`src/rtl/rvc_fetch_aligner.sv`:
```
// Fetch-to-decode aligner: queues 32-bit fetch words as halfwords, extracts
// one 16- or 32-bit instruction per handshake (including instructions that
// straddle a fetch word), expands RV32C to RV32I and tracks the PC.
module rvc_fetch_aligner #(
  parameter int unsigned DEPTH    = 8,
  parameter logic [31:0] RESET_PC = 32'h0000_0000
) (
  input  logic        clk,
  input  logic        rst_n,
  input  logic        in_valid,
  output logic        in_ready,
  input  logic [31:0] in_data,
  output logic        out_valid,
  input  logic        out_ready,
  output logic [31:0] out_inst,
  output logic [31:0] out_pc,
  output logic        out_rvc,
  output logic        out_illegal,
  input  logic        flush_valid,
  input  logic [31:0] flush_pc
);

  localparam int unsigned AW         = $clog2(DEPTH);
  localparam logic [AW:0] FULL_LIMIT = (AW+1)'(DEPTH - 2);

  logic [15:0]   r_mem [DEPTH];
  logic [AW-1:0] r_rd_ptr, r_wr_ptr;
  logic [AW:0]   r_count;
  logic [31:0]   r_pc;
  logic          r_drop_first;

  logic [15:0]   w_h0, w_h1;
  logic          w_is32, w_nonempty, w_complete, w_push, w_pop;
  logic [1:0]    w_push_cnt, w_pop_cnt;
  logic [31:0]   w_exp_inst;
  logic          w_exp_illegal;
  logic          w_flush_pc_unused;

  // Halfword-aligned redirect: the byte bit of the target has no meaning.
  assign w_flush_pc_unused = flush_pc[0];

  assign w_h0       = r_mem[r_rd_ptr];
  assign w_h1       = r_mem[r_rd_ptr + AW'(1)];
  assign w_is32     = (w_h0[1:0] == 2'b11);
  assign w_nonempty = (r_count != '0);
  assign w_complete = w_is32 ? (r_count >= (AW+1)'(2)) : w_nonempty;

  // Readiness looks only at the registered count, never at a same-cycle pop.
  assign in_ready  = (r_count <= FULL_LIMIT) && !flush_valid;
  assign out_valid = w_complete && !flush_valid;
  assign w_push    = in_valid && in_ready;
  assign w_pop     = out_valid && out_ready;

  assign w_push_cnt = w_push ? (r_drop_first ? 2'd1 : 2'd2) : 2'd0;
  assign w_pop_cnt  = w_pop  ? (w_is32 ? 2'd2 : 2'd1) : 2'd0;

  assign out_pc      = r_pc;
  assign out_rvc     = w_nonempty && !w_is32;
  assign out_illegal = w_nonempty && !w_is32 && w_exp_illegal;
  assign out_inst    = !w_nonempty ? 32'h0 : (w_is32 ? {w_h1, w_h0} : w_exp_inst);

  // Write the incoming halfwords at the tail; a mid-word redirect skips the low half.
  // NOTE: queue storage has no reset; the count alone says which entries are live.
  always_ff @(posedge clk) begin
    if (w_push) begin
      if (r_drop_first) begin
        r_mem[r_wr_ptr] <= in_data[31:16];
      end else begin
        r_mem[r_wr_ptr]          <= in_data[15:0];
        r_mem[r_wr_ptr + AW'(1)] <= in_data[31:16];
      end
    end
  end

  // Pointer, count, PC and drop-first bookkeeping; a flush overrides push and pop.
  // NOTE: non-blocking assignments so every register sees the pre-edge values.
  always_ff @(posedge clk or negedge rst_n) begin
    if (!rst_n) begin
      r_rd_ptr     <= '0;
      r_wr_ptr     <= '0;
      r_count      <= '0;
      r_pc         <= RESET_PC;
      r_drop_first <= RESET_PC[1];
    end else if (flush_valid) begin
      r_rd_ptr     <= '0;
      r_wr_ptr     <= '0;
      r_count      <= '0;
      r_pc         <= {flush_pc[31:1], 1'b0};
      r_drop_first <= flush_pc[1];
    end else begin
      r_rd_ptr <= r_rd_ptr + AW'(w_pop_cnt);
      r_wr_ptr <= r_wr_ptr + AW'(w_push_cnt);
      r_count  <= r_count + (AW+1)'(w_push_cnt) - (AW+1)'(w_pop_cnt);
      if (w_pop)  r_pc <= r_pc + (w_is32 ? 32'd4 : 32'd2);
      if (w_push) r_drop_first <= 1'b0;
    end
  end

  // Compressed operand fields and immediates, sign-extended to 12 bits where signed.
  logic [4:0]  w_rd, w_rs2, w_rdp, w_rs1p;
  logic [11:0] w_imm6, w_lw_imm, w_a4_imm, w_a16_imm, w_lwsp_imm, w_swsp_imm;
  logic [20:0] w_j_imm;
  logic [12:0] w_b_imm;
  logic [19:0] w_lui_imm;
  logic [2:0]  w_alu_f3;

  assign w_rd       = w_h0[11:7];
  assign w_rs2      = w_h0[6:2];
  assign w_rdp      = {2'b01, w_h0[4:2]};
  assign w_rs1p     = {2'b01, w_h0[9:7]};
  assign w_imm6     = {{6{w_h0[12]}}, w_h0[12], w_h0[6:2]};
  assign w_lui_imm  = {{14{w_h0[12]}}, w_h0[12], w_h0[6:2]};
  assign w_lw_imm   = {5'b0, w_h0[5], w_h0[12:10], w_h0[6], 2'b00};
  assign w_a4_imm   = {2'b0, w_h0[10:7], w_h0[12:11], w_h0[5], w_h0[6], 2'b00};
  assign w_a16_imm  = {{3{w_h0[12]}}, w_h0[4:3], w_h0[5], w_h0[2], w_h0[6], 4'b0};
  assign w_lwsp_imm = {4'b0, w_h0[3:2], w_h0[12], w_h0[6:4], 2'b00};
  assign w_swsp_imm = {4'b0, w_h0[8:7], w_h0[12:9], 2'b00};
  assign w_j_imm    = {{10{w_h0[12]}}, w_h0[8], w_h0[10:9], w_h0[6], w_h0[7],
                       w_h0[2], w_h0[11], w_h0[5:3], 1'b0};
  assign w_b_imm    = {{5{w_h0[12]}}, w_h0[6:5], w_h0[2], w_h0[11:10], w_h0[4:3], 1'b0};

  // SUB/XOR/OR/AND select by funct2 in bits [6:5].
  always_comb begin
    w_alu_f3 = 3'b000;
    case (w_h0[6:5])
      2'b00:   w_alu_f3 = 3'b000;
      2'b01:   w_alu_f3 = 3'b100;
      2'b10:   w_alu_f3 = 3'b110;
      default: w_alu_f3 = 3'b111;
    endcase
  end

  // RV32C to RV32I expansion keyed on {quadrant, funct3}; reserved forms flag illegal.
  // NOTE: defaults first so every path assigns both outputs and no latch is inferred.
  always_comb begin
    w_exp_inst    = 32'h0;
    w_exp_illegal = 1'b0;
    case ({w_h0[1:0], w_h0[15:13]})
      5'b00_000: if (w_a4_imm == '0) w_exp_illegal = 1'b1;
                 else w_exp_inst = {w_a4_imm, 5'd2, 3'b000, w_rdp, 7'b0010011};
      5'b00_010: w_exp_inst = {w_lw_imm, w_rs1p, 3'b010, w_rdp, 7'b0000011};
      5'b00_110: w_exp_inst = {w_lw_imm[11:5], w_rdp, w_rs1p, 3'b010, w_lw_imm[4:0], 7'b0100011};
      5'b01_000: w_exp_inst = {w_imm6, w_rd, 3'b000, w_rd, 7'b0010011};
      5'b01_001: w_exp_inst = {w_j_imm[20], w_j_imm[10:1], w_j_imm[11], w_j_imm[19:12],
                               5'd1, 7'b1101111};
      5'b01_010: w_exp_inst = {w_imm6, 5'd0, 3'b000, w_rd, 7'b0010011};
      5'b01_011: begin
        if (w_rd == 5'd2) begin
          if (w_a16_imm == '0) w_exp_illegal = 1'b1;
          else w_exp_inst = {w_a16_imm, 5'd2, 3'b000, 5'd2, 7'b0010011};
        end else if (w_imm6 == '0) begin
          w_exp_illegal = 1'b1;
        end else begin
          w_exp_inst = {w_lui_imm, w_rd, 7'b0110111};
        end
      end
      5'b01_100: begin
        case (w_h0[11:10])
          2'b00, 2'b01: if (w_h0[12]) w_exp_illegal = 1'b1;
                        else w_exp_inst = {1'b0, w_h0[10], 5'b0, w_h0[6:2], w_rs1p, 3'b101,
                                           w_rs1p, 7'b0010011};
          2'b10:        w_exp_inst = {w_imm6, w_rs1p, 3'b111, w_rs1p, 7'b0010011};
          default:      if (w_h0[12]) w_exp_illegal = 1'b1;
                        else w_exp_inst = {1'b0, (w_h0[6:5] == 2'b00), 5'b0, w_rdp, w_rs1p,
                                           w_alu_f3, w_rs1p, 7'b0110011};
        endcase
      end
      5'b01_101: w_exp_inst = {w_j_imm[20], w_j_imm[10:1], w_j_imm[11], w_j_imm[19:12],
                               5'd0, 7'b1101111};
      5'b01_110, 5'b01_111:
                 w_exp_inst = {w_b_imm[12], w_b_imm[10:5], 5'd0, w_rs1p, 2'b00, w_h0[13],
                               w_b_imm[4:1], w_b_imm[11], 7'b1100011};
      5'b10_000: if (w_h0[12]) w_exp_illegal = 1'b1;
                 else w_exp_inst = {7'b0, w_h0[6:2], w_rd, 3'b001, w_rd, 7'b0010011};
      5'b10_010: if (w_rd == 5'd0) w_exp_illegal = 1'b1;
                 else w_exp_inst = {w_lwsp_imm, 5'd2, 3'b010, w_rd, 7'b0000011};
      5'b10_100: begin
        if (!w_h0[12]) begin
          if (w_rs2 != 5'd0)     w_exp_inst = {7'b0, w_rs2, 5'd0, 3'b000, w_rd, 7'b0110011};
          else if (w_rd == 5'd0) w_exp_illegal = 1'b1;
          else                   w_exp_inst = {12'b0, w_rd, 3'b000, 5'd0, 7'b1100111};
        end else begin
          if (w_rs2 != 5'd0)     w_exp_inst = {7'b0, w_rs2, w_rd, 3'b000, w_rd, 7'b0110011};
          else if (w_rd == 5'd0) w_exp_inst = 32'h0010_0073;
          else                   w_exp_inst = {12'b0, w_rd, 3'b000, 5'd1, 7'b1100111};
        end
      end
      5'b10_110: w_exp_inst = {w_swsp_imm[11:5], w_rs2, 5'd2, 3'b010, w_swsp_imm[4:0], 7'b0100011};
      default:   w_exp_illegal = 1'b1;
    endcase
    if (w_exp_illegal) w_exp_inst = 32'h0;
  end

endmodule
```
`config.mk`:
```
export PLATFORM = sky130hd
export DESIGN_NAME = rvc_fetch_aligner
export DESIGN_NICKNAME = d
export VERILOG_FILES = /design/src/rtl/rvc_fetch_aligner.sv
export SDC_FILE = /design/constraint.sdc
export NUM_CORES = 1
export LEC_CHECK = 0
export BUFFER_PORTS_ARGS = -buffer_cell sky130_fd_sc_hd__clkbuf_2
export CAP_MARGIN = 20
export CORE_UTILIZATION = 55
export DETAILED_ROUTE_END_ITERATION = 8
export PLACE_DENSITY = 0.76
export SYNTH_ARGS = -nofsm -noshare
export SYNTH_HDL_FRONTEND = slang
export SYNTH_SLANG_ARGS = --single-unit
```
`constraint.sdc`:
```
create_clock -name clk -period 13.15 [get_ports clk]
set_clock_uncertainty 0.2 [all_clocks]
set_input_delay 0.6575 -clock clk [delete_from_list [all_inputs] [get_ports clk]]
set_output_delay 0.6575 -clock clk [all_outputs]
set_load 0.01 [all_outputs]
```
==> results of run 1 <==
==> report_power, final <==
part / switching, mW / internal [mW] / total (mW)
clock: 0.237 / 0.292 / 0.529
sequential: 0.0268 / 0.620 / 0.646
combinational: 0.479 / 0.328 / 0.807
==> worst max-delay path, delay by kind of cell (launching register included) <==
kind | cells | cell delay (ps)
flops | 1 | 340
compound gates | 3 | 1010
buf+inv | 2 | 940
simple gates | 2 | 930
mux | 2 | 1380
==> cell families (layout without fill, tap and decap cells) <==
| logic type | after synthesis | in the layout | synth area share [%] |
|---|---|---|---|
| compound gates | 167 | 167 | 9.04 |
| xor+xnor | 36 | 36 | 2.76 |
| fa+ha+maj | 17 | 17 | 2.19 |
| buf+inv | 79 | 219 | 3.34 |
| flops | 170 | 170 | 42.9 |
| mux | 235 | 235 | 29.1 |
| other cells | 1 | 1 | 0.0328 |
| simple gates | 247 | 247 | 10.7 |
==> layout make-up <==
type | count | area, um^2 | share of cell area (%)
multi-input cells | 703 | 6170 | 47.3
flip-flops and latches | 170 | 4900 | 37.6
repair buffers | 164 | 911 | 6.99
clock buffers | 17 | 425 | 3.26
well taps | 270 | 338 | 2.59
clock inverters | 15 | 206 | 1.58
inverters | 23 | 86.3 | 0.662
==> cell usage after synthesis, drive strengths merged, types with 3 or more instances <==
library cell	number
nand2b	8
o22ai	26
buf	30
a211oi	9
ha	12
a31oi	14
fa	5
and2	6
nand3	22
mux2	144
and4	3
clkbuf	26
a21boi	3
o31ai	4
and3	8
xnor2	17
nand4	15
inv	23
dfrtp	42
o221ai	3
nor4	8
nand2	79
a21o	4
xor2	19
mux4	60
o211ai	3
nor2	55
a311oi	3
o21ai	52
or3	5
a21oi	30
mux2i	31
nor2b	10
nor3	21
edfxtp	128
==> layer usage <==
layer  vias to the layer above  global-route usage [%]
met3                        74                    5.56
met1                      4439                    42.1
met4                         0                    13.0
li1                       3952                       -
met2                       574                    49.5
met5                         -                       0
==> flip-flops by register name, summed over array words and instances (netlist names) <==
signal	cells
r_count	4
r_rd_ptr	3
r_wr_ptr	3
r_mem	128
r_drop_first	1
out_pc	31
==> cells in the final DEF (no fill, tap or decap), types with 4 or more instances in the layout <==
master / n
a211oi_1: 9
a21o_1: 4
a21oi_1: 26
a21oi_2: 4
a31oi_1: 13
and2_1: 6
and3_1: 8
buf_4: 28
clkbuf_16: 17
clkbuf_2: 134
clkinv_8: 4
dfrtp_1: 39
edfxtp_1: 128
fa_1: 5
ha_1: 11
inv_1: 21
mux2_1: 10
mux2_2: 133
mux2i_1: 26
mux4_2: 60
nand2_1: 77
nand2b_1: 8
nand3_1: 22
nand4_1: 15
nor2_1: 53
nor2b_1: 10
nor3_1: 19
nor4_1: 8
o21ai_0: 40
o21ai_1: 12
o22ai_1: 26
o31ai_1: 4
or3_1: 5
xnor2_1: 17
xor2_1: 18
==> per-stage QoR <==
step,setup WS (ps),instances,hold slack (ps)
6_report,7210,1362,238
5_1_grt,6920,1362,243
4_1_cts,7310,1359,232
3_5_place_dp,7720,1327,397
3_3_place_gp,7720,1327,387
2_1_floorplan,8930,952,162
==> repair_timing <==
| action | 4_1_cts | 5_1_grt |
|---|---|---|
| setup buffers | 0 | 0 |
| hold endpoints to repair | 0 | 15 |
| endpoints found under the setup margin | 0 | 0 |
| hold buffers | 0 | 1 |
==> final timing paths <==
path,from,endpoint,slack [ps],cells after the start
worst max register to register,r_rd_ptr[0]$_DFF_PN0_,out_pc[31]$_DFFE_PN0N_,7700,13
worst min-delay path,flush_pc[13],out_pc[13]$_DFFE_PN0N_,240,3
worst max-delay path,r_rd_ptr[0]$_DFF_PN0_,out_inst[22],7210,9
max in group asynchronous,rst_n,r_rd_ptr[0]$_DFF_PN0_,11750,3
worst min register to register,out_pc[7]$_DFFE_PN0N_,out_pc[7]$_DFFE_PN0N_,410,2
min in group asynchronous,rst_n,out_pc[13]$_DFFE_PN0N_,490,2
==> flow_summary.yaml, run 1 <==
route:
  ant_nets: 0
  route.final.wire_length_um: 32400
  wl_met1_um: 12900
  vias: 9039
  wl_per_cell_um: 23.8
  dr_wl_met3_um: 3170
  viasPerCell: 6.64
  dr_wl_met2_um: 15500
  highest_layer: "met4"
  drt_first_iter_violations: 961
  drt-pass1-iter-count: 5
  post-route-drc-count: 0
clock_network:
  root_buffer: "clkbuf_16"
  clk_latency_ps: 430
  clock-sinks: 170
  h-tree-depth: 4
  cts_buffers: 17
  cts.repair.resized: 0
  cts_buffer_depth: 2
  cts_tree: "done"
  path_clk_slew_ps: 70
synthesis:
  synth_top_area_share_pct: 33.7
  netlist_top_cells_area: "edfxtp_1 (34%), mux2_2 (13%), mux4_2 (12%)"
  synth_flop_cell: "edfxtp_1"
  ys_async_sr_fraction_pct: 24.7
  postSynthCellCount: 952
  synth-edff-count: 128
  ys_seq_elements: 170
  synthesis.nets: 1038
  ys_warn_count: 0
  synth_seq_area_share_pct: 42.9
  syn_area_per_cell_um2: 12.0
  syn_area_mm2: 0.0114
  yosys.area.top_type: "edfxtp_1"
  yosysUniqueCellTypes: 70
sta:
  worstMarginPinSlew_ps: 1080
  fmax_mhz: 168
  setup_viol: 0
  tns_ps: 0
  hold_violations: 0
  period_minus_slack_ps: 5940
  slew-limit-headroom_pct: 27.6
  slew_violations: 0
  fin_crit_sh_pct: 45.2
  grt_setup_unrepaired: "no"
floorplan:
  ios: 137
  die_h_um: 146
  die_w_um: 146
  row_count: 52
  core-area_mm2: 0.0203
  start_util_pct: 56.2
  die_area_mm2: 0.0213
worst_setup_path:
  path_max_fanout: 63
  end_kind: "primary output"
  critPathArrivalTime_ps: 5090
  slowest_delay_ps: 820
  crit_path_top_delay_cell: "nand3b_1"
  criticalPathCategory: "flop to primary output"
  cp_data_required_time_ps: 12290
  startpoint_type: "flop"
  crit_chain: "buf_4 -> mux4_2 -> mux2i_2 -> o31ai_1 -> a32oi_1 -> nand3_1 -> nand3b_1 -> o22ai_1 -> clkbuf_2"
worst_hold_path:
  holdCritPathClass: "input pin to flop"
grt:
  grtUsageTotal_pct: 31.0
  grt_start_max_net_pins: 76
  grt-ovfl-total: 0
  grt_pass1_wl_um: 50700
  grt_pass1_vias: 8949
  grt_antenna_before_repair: 0
cells_and_area:
  utilization_pct: 64.2
  final_area_mm2: 0.0130
  area_delta_synth_final_pct: 14.2
  drive_gt1_share_pct: 38.0
  filler_cell_count: 1589
  antenna_cells: 0
  finalNetCount: 1165
outcome:
  outcome: "completed"
placed_design:
  io_buffers: 134
  dpl.hpwl_um: 21400
  gp_congestion: 0.982
  placed_area_mm2: 0.0124
pwr:
  p_leak_nw: 4.69
  p_per_area_mw_per_mm2: 152
  peakVddDrop_mv: 0.151
  finalPower_mw: 1.98
run:
  cap_violations: 0
(Power assumes the default switching activity.)
==> run 2, diff against run 1 <==
- CORE_UTILIZATION: 55 -> 54
- PLACE_DENSITY: 0.76 -> 0.78
- clock period: 13.15 -> 4.9 ns (I/O delays scaled with it)
==> flow_summary.yaml, run 2 (same netlist as run 1, synthesis figures left out) <==
grt:
  grtUsageTotal_pct: 32.2
  grt-ovfl-total: 0
  grt_start_max_net_pins: 75
  grt_antenna_before_repair: 0
  grt_pass1_vias: 9109
  grt_pass1_wl_um: 52700
clock_network:
  cts_buffer_depth: 2
  cts_setup_buffers: 0
  cts_tree: "done"
  h-tree-depth: 4
  path_clk_slew_ps: 70
  cts_buffers: 17
  clock-sinks: 170
  root_buffer: "clkbuf_16"
  clk_latency_ps: 440
outcome:
  failed_checks: "negative hold slack"
  outcome: "finished with violations"
placed_design:
  dpl.hpwl_um: 22800
  io_buffers: 134
  gp_congestion: 1.03
worst_setup_path:
  regToRegSetupSlack_ps: 520
  slowest_delay_ps: 570
  crit_chain: "buf_4 -> mux4_2 -> mux2_2 -> nor4b_4 -> nand2b_1 -> nand3_1 -> o41ai_1 -> nor4_1 -> o22ai_1 -> clkbuf_2"
  cp_data_required_time_ps: 4450
  startpoint_type: "flop"
  path_max_fanout: 21
  criticalPathCategory: "flop to primary output"
  crit_path_top_delay_cell: "mux4_2"
  crit_buf_inv: 2
  end_kind: "primary output"
  critical_path.top_delay_family: "simple AND/OR/NAND/NOR gates"
  critPathArrivalTime_ps: 4250
route:
  viasPerCell: 6.61
  vias: 9313
  ant_nets: 0
  post-route-drc-count: 0
  drt-pass1-iter-count: 6
  drt_first_iter_violations: 998
  route.final.wire_length_um: 34400
  wl_per_cell_um: 24.4
pwr:
  peakVddDrop_mv: 0.275
  p_sw_mw: 1.99
  p_int_mw: 3.53
  p_leak_nw: 4.92
  clock_power_share_pct: 27.5
  switching_share_pct: 36.1
  p_seq_share_pct: 31.9
  combPwrFrac_pct: 40.6
  p_per_area_mw_per_mm2: 409
sta:
  setup_viol: 0
  hold_violations: 7
  tns_ps: 0
  grt_setup_unrepaired: "no"
  fin_crit_sh_pct: 95.9
  slew-limit-headroom_pct: 43.1
  worstMarginPinSlew_ps: 846
  slew_violations: 0
  whs_ps: -9.83
  period_minus_slack_ps: 4700
  fmax_mhz: 213
run:
  cap_violations: 0
floorplan:
  core-area_mm2: 0.0205
  die_area_mm2: 0.0217
  die_h_um: 147
  start_util_pct: 55.7
  die_w_um: 147
  row_count: 52
  ios: 137
cells_and_area:
  final_common_cell: "clkbuf_2"
  largest_register_ffs: 128
  multiInputGateArea_mm2: 0.00617
  register_area_mm2: 0.00490
  top_register: "r_mem"
  antenna_cells: 0
  drive_gt1_share_pct: 37.8
  layout_common_cells: "clkbuf_2 (134), mux2_2 (133), edfxtp_1 (128)"
  finalNetCount: 1212
  area_delta_synth_final_pct: 18.3
  utilization_pct: 65.9
  filler_cell_count: 1483
worst_hold_path:
  holdCritPathClass: "input pin to asynchronous set/reset pin"
run 2: cell count changes in the layout (fill, tap and decap cells not counted), moves of 2 or more:
| cell | change |
|---|---|
| clkinv_8 | -4 |
| dlygate4sd3_1 | +31 |
| clkinv_4 | -2 |
| bufinv_16 | +3 |
| buf_4 | +15 |
| inv_6 | +2 |
run 2: through the flow:
stage | cell area (um^2) | power, mW | cells | hold WS [ps] | worst slack, ps
after global routing | 13500 | 5.74 | 1409 | 3.89 | 54.0
after detailed placement | 12500 | 3.96 | 1344 | 257 | 562
after CTS | 13500 | 5.50 | 1408 | 1.58 | 247
final | 13500 | 5.53 | 1409 | -9.83 | 201
after global placement | 12500 | 3.93 | 1344 | 254 | 606
after floorplan | 11400 | 3.24 | 952 | -251 | 683
run 2: worst paths after layout:
kind,start,end,depth (start not counted)
max,r_rd_ptr[0]$_DFF_PN0_,out_inst[26],10
min,rst_n,out_pc[6]$_DFFE_PN0N_,2
max reg2reg,r_rd_ptr[2]$_DFF_PN0_,out_pc[31]$_DFFE_PN0N_,13
min reg2reg,out_pc[27]$_DFFE_PN0N_,out_pc[27]$_DFFE_PN0N_,2
max in group asynchronous,rst_n,r_rd_ptr[0]$_DFF_PN0_,3
min in group clk,in_data[23],r_mem[3][7]$_DFFE_PP_,2
run 2: what timing repair did:
| action | in CTS | in global routing |
|---|---|---|
| resized for setup | 0 | 1 |
| endpoints found under the setup margin | 0 | 1 |
| hold buffers | 32 | 0 |
| hold endpoints to repair | 74 | 0 |
run 2: routing by layer:
| layer | vias to the layer above | wire length [um] | part of all wire (%) | GRT usage (%) |
|---|---|---|---|---|
| met4 | 0 | 1050 | 3.1 | 11.1 |
| met5 | - | 0 | 0 | 0 |
| met1 | 4579 | 13200 | 38 | 42.1 |
| met3 | 99 | 3080 | 9.0 | 5.83 |
| met2 | 573 | 17100 | 50 | 54.1 |
| li1 | 4062 | - | - | - |
run 2: area by class of cell:
type                    instances  area share [%]
clock buffers                  18            3.18
clock inverters                14            1.69
inverters                      23           0.639
multi-input cells             703            45.7
flip-flops and latches        170            36.3
well taps                     270            2.50
repair buffers                211            10.0
run 2: power groups by stage:
stage / Sequential, mW / Combinational, mW / Clock [mW]
2_1_floorplan: 1.76 / 1.48 / 0
3_3_place_gp: 1.78 / 2.15 / 0
3_5_place_dp: 1.79 / 2.17 / 0
4_1_cts: 1.76 / 2.21 / 1.53
5_1_grt: 1.78 / 2.38 / 1.58
6_report: 1.76 / 2.24 / 1.52
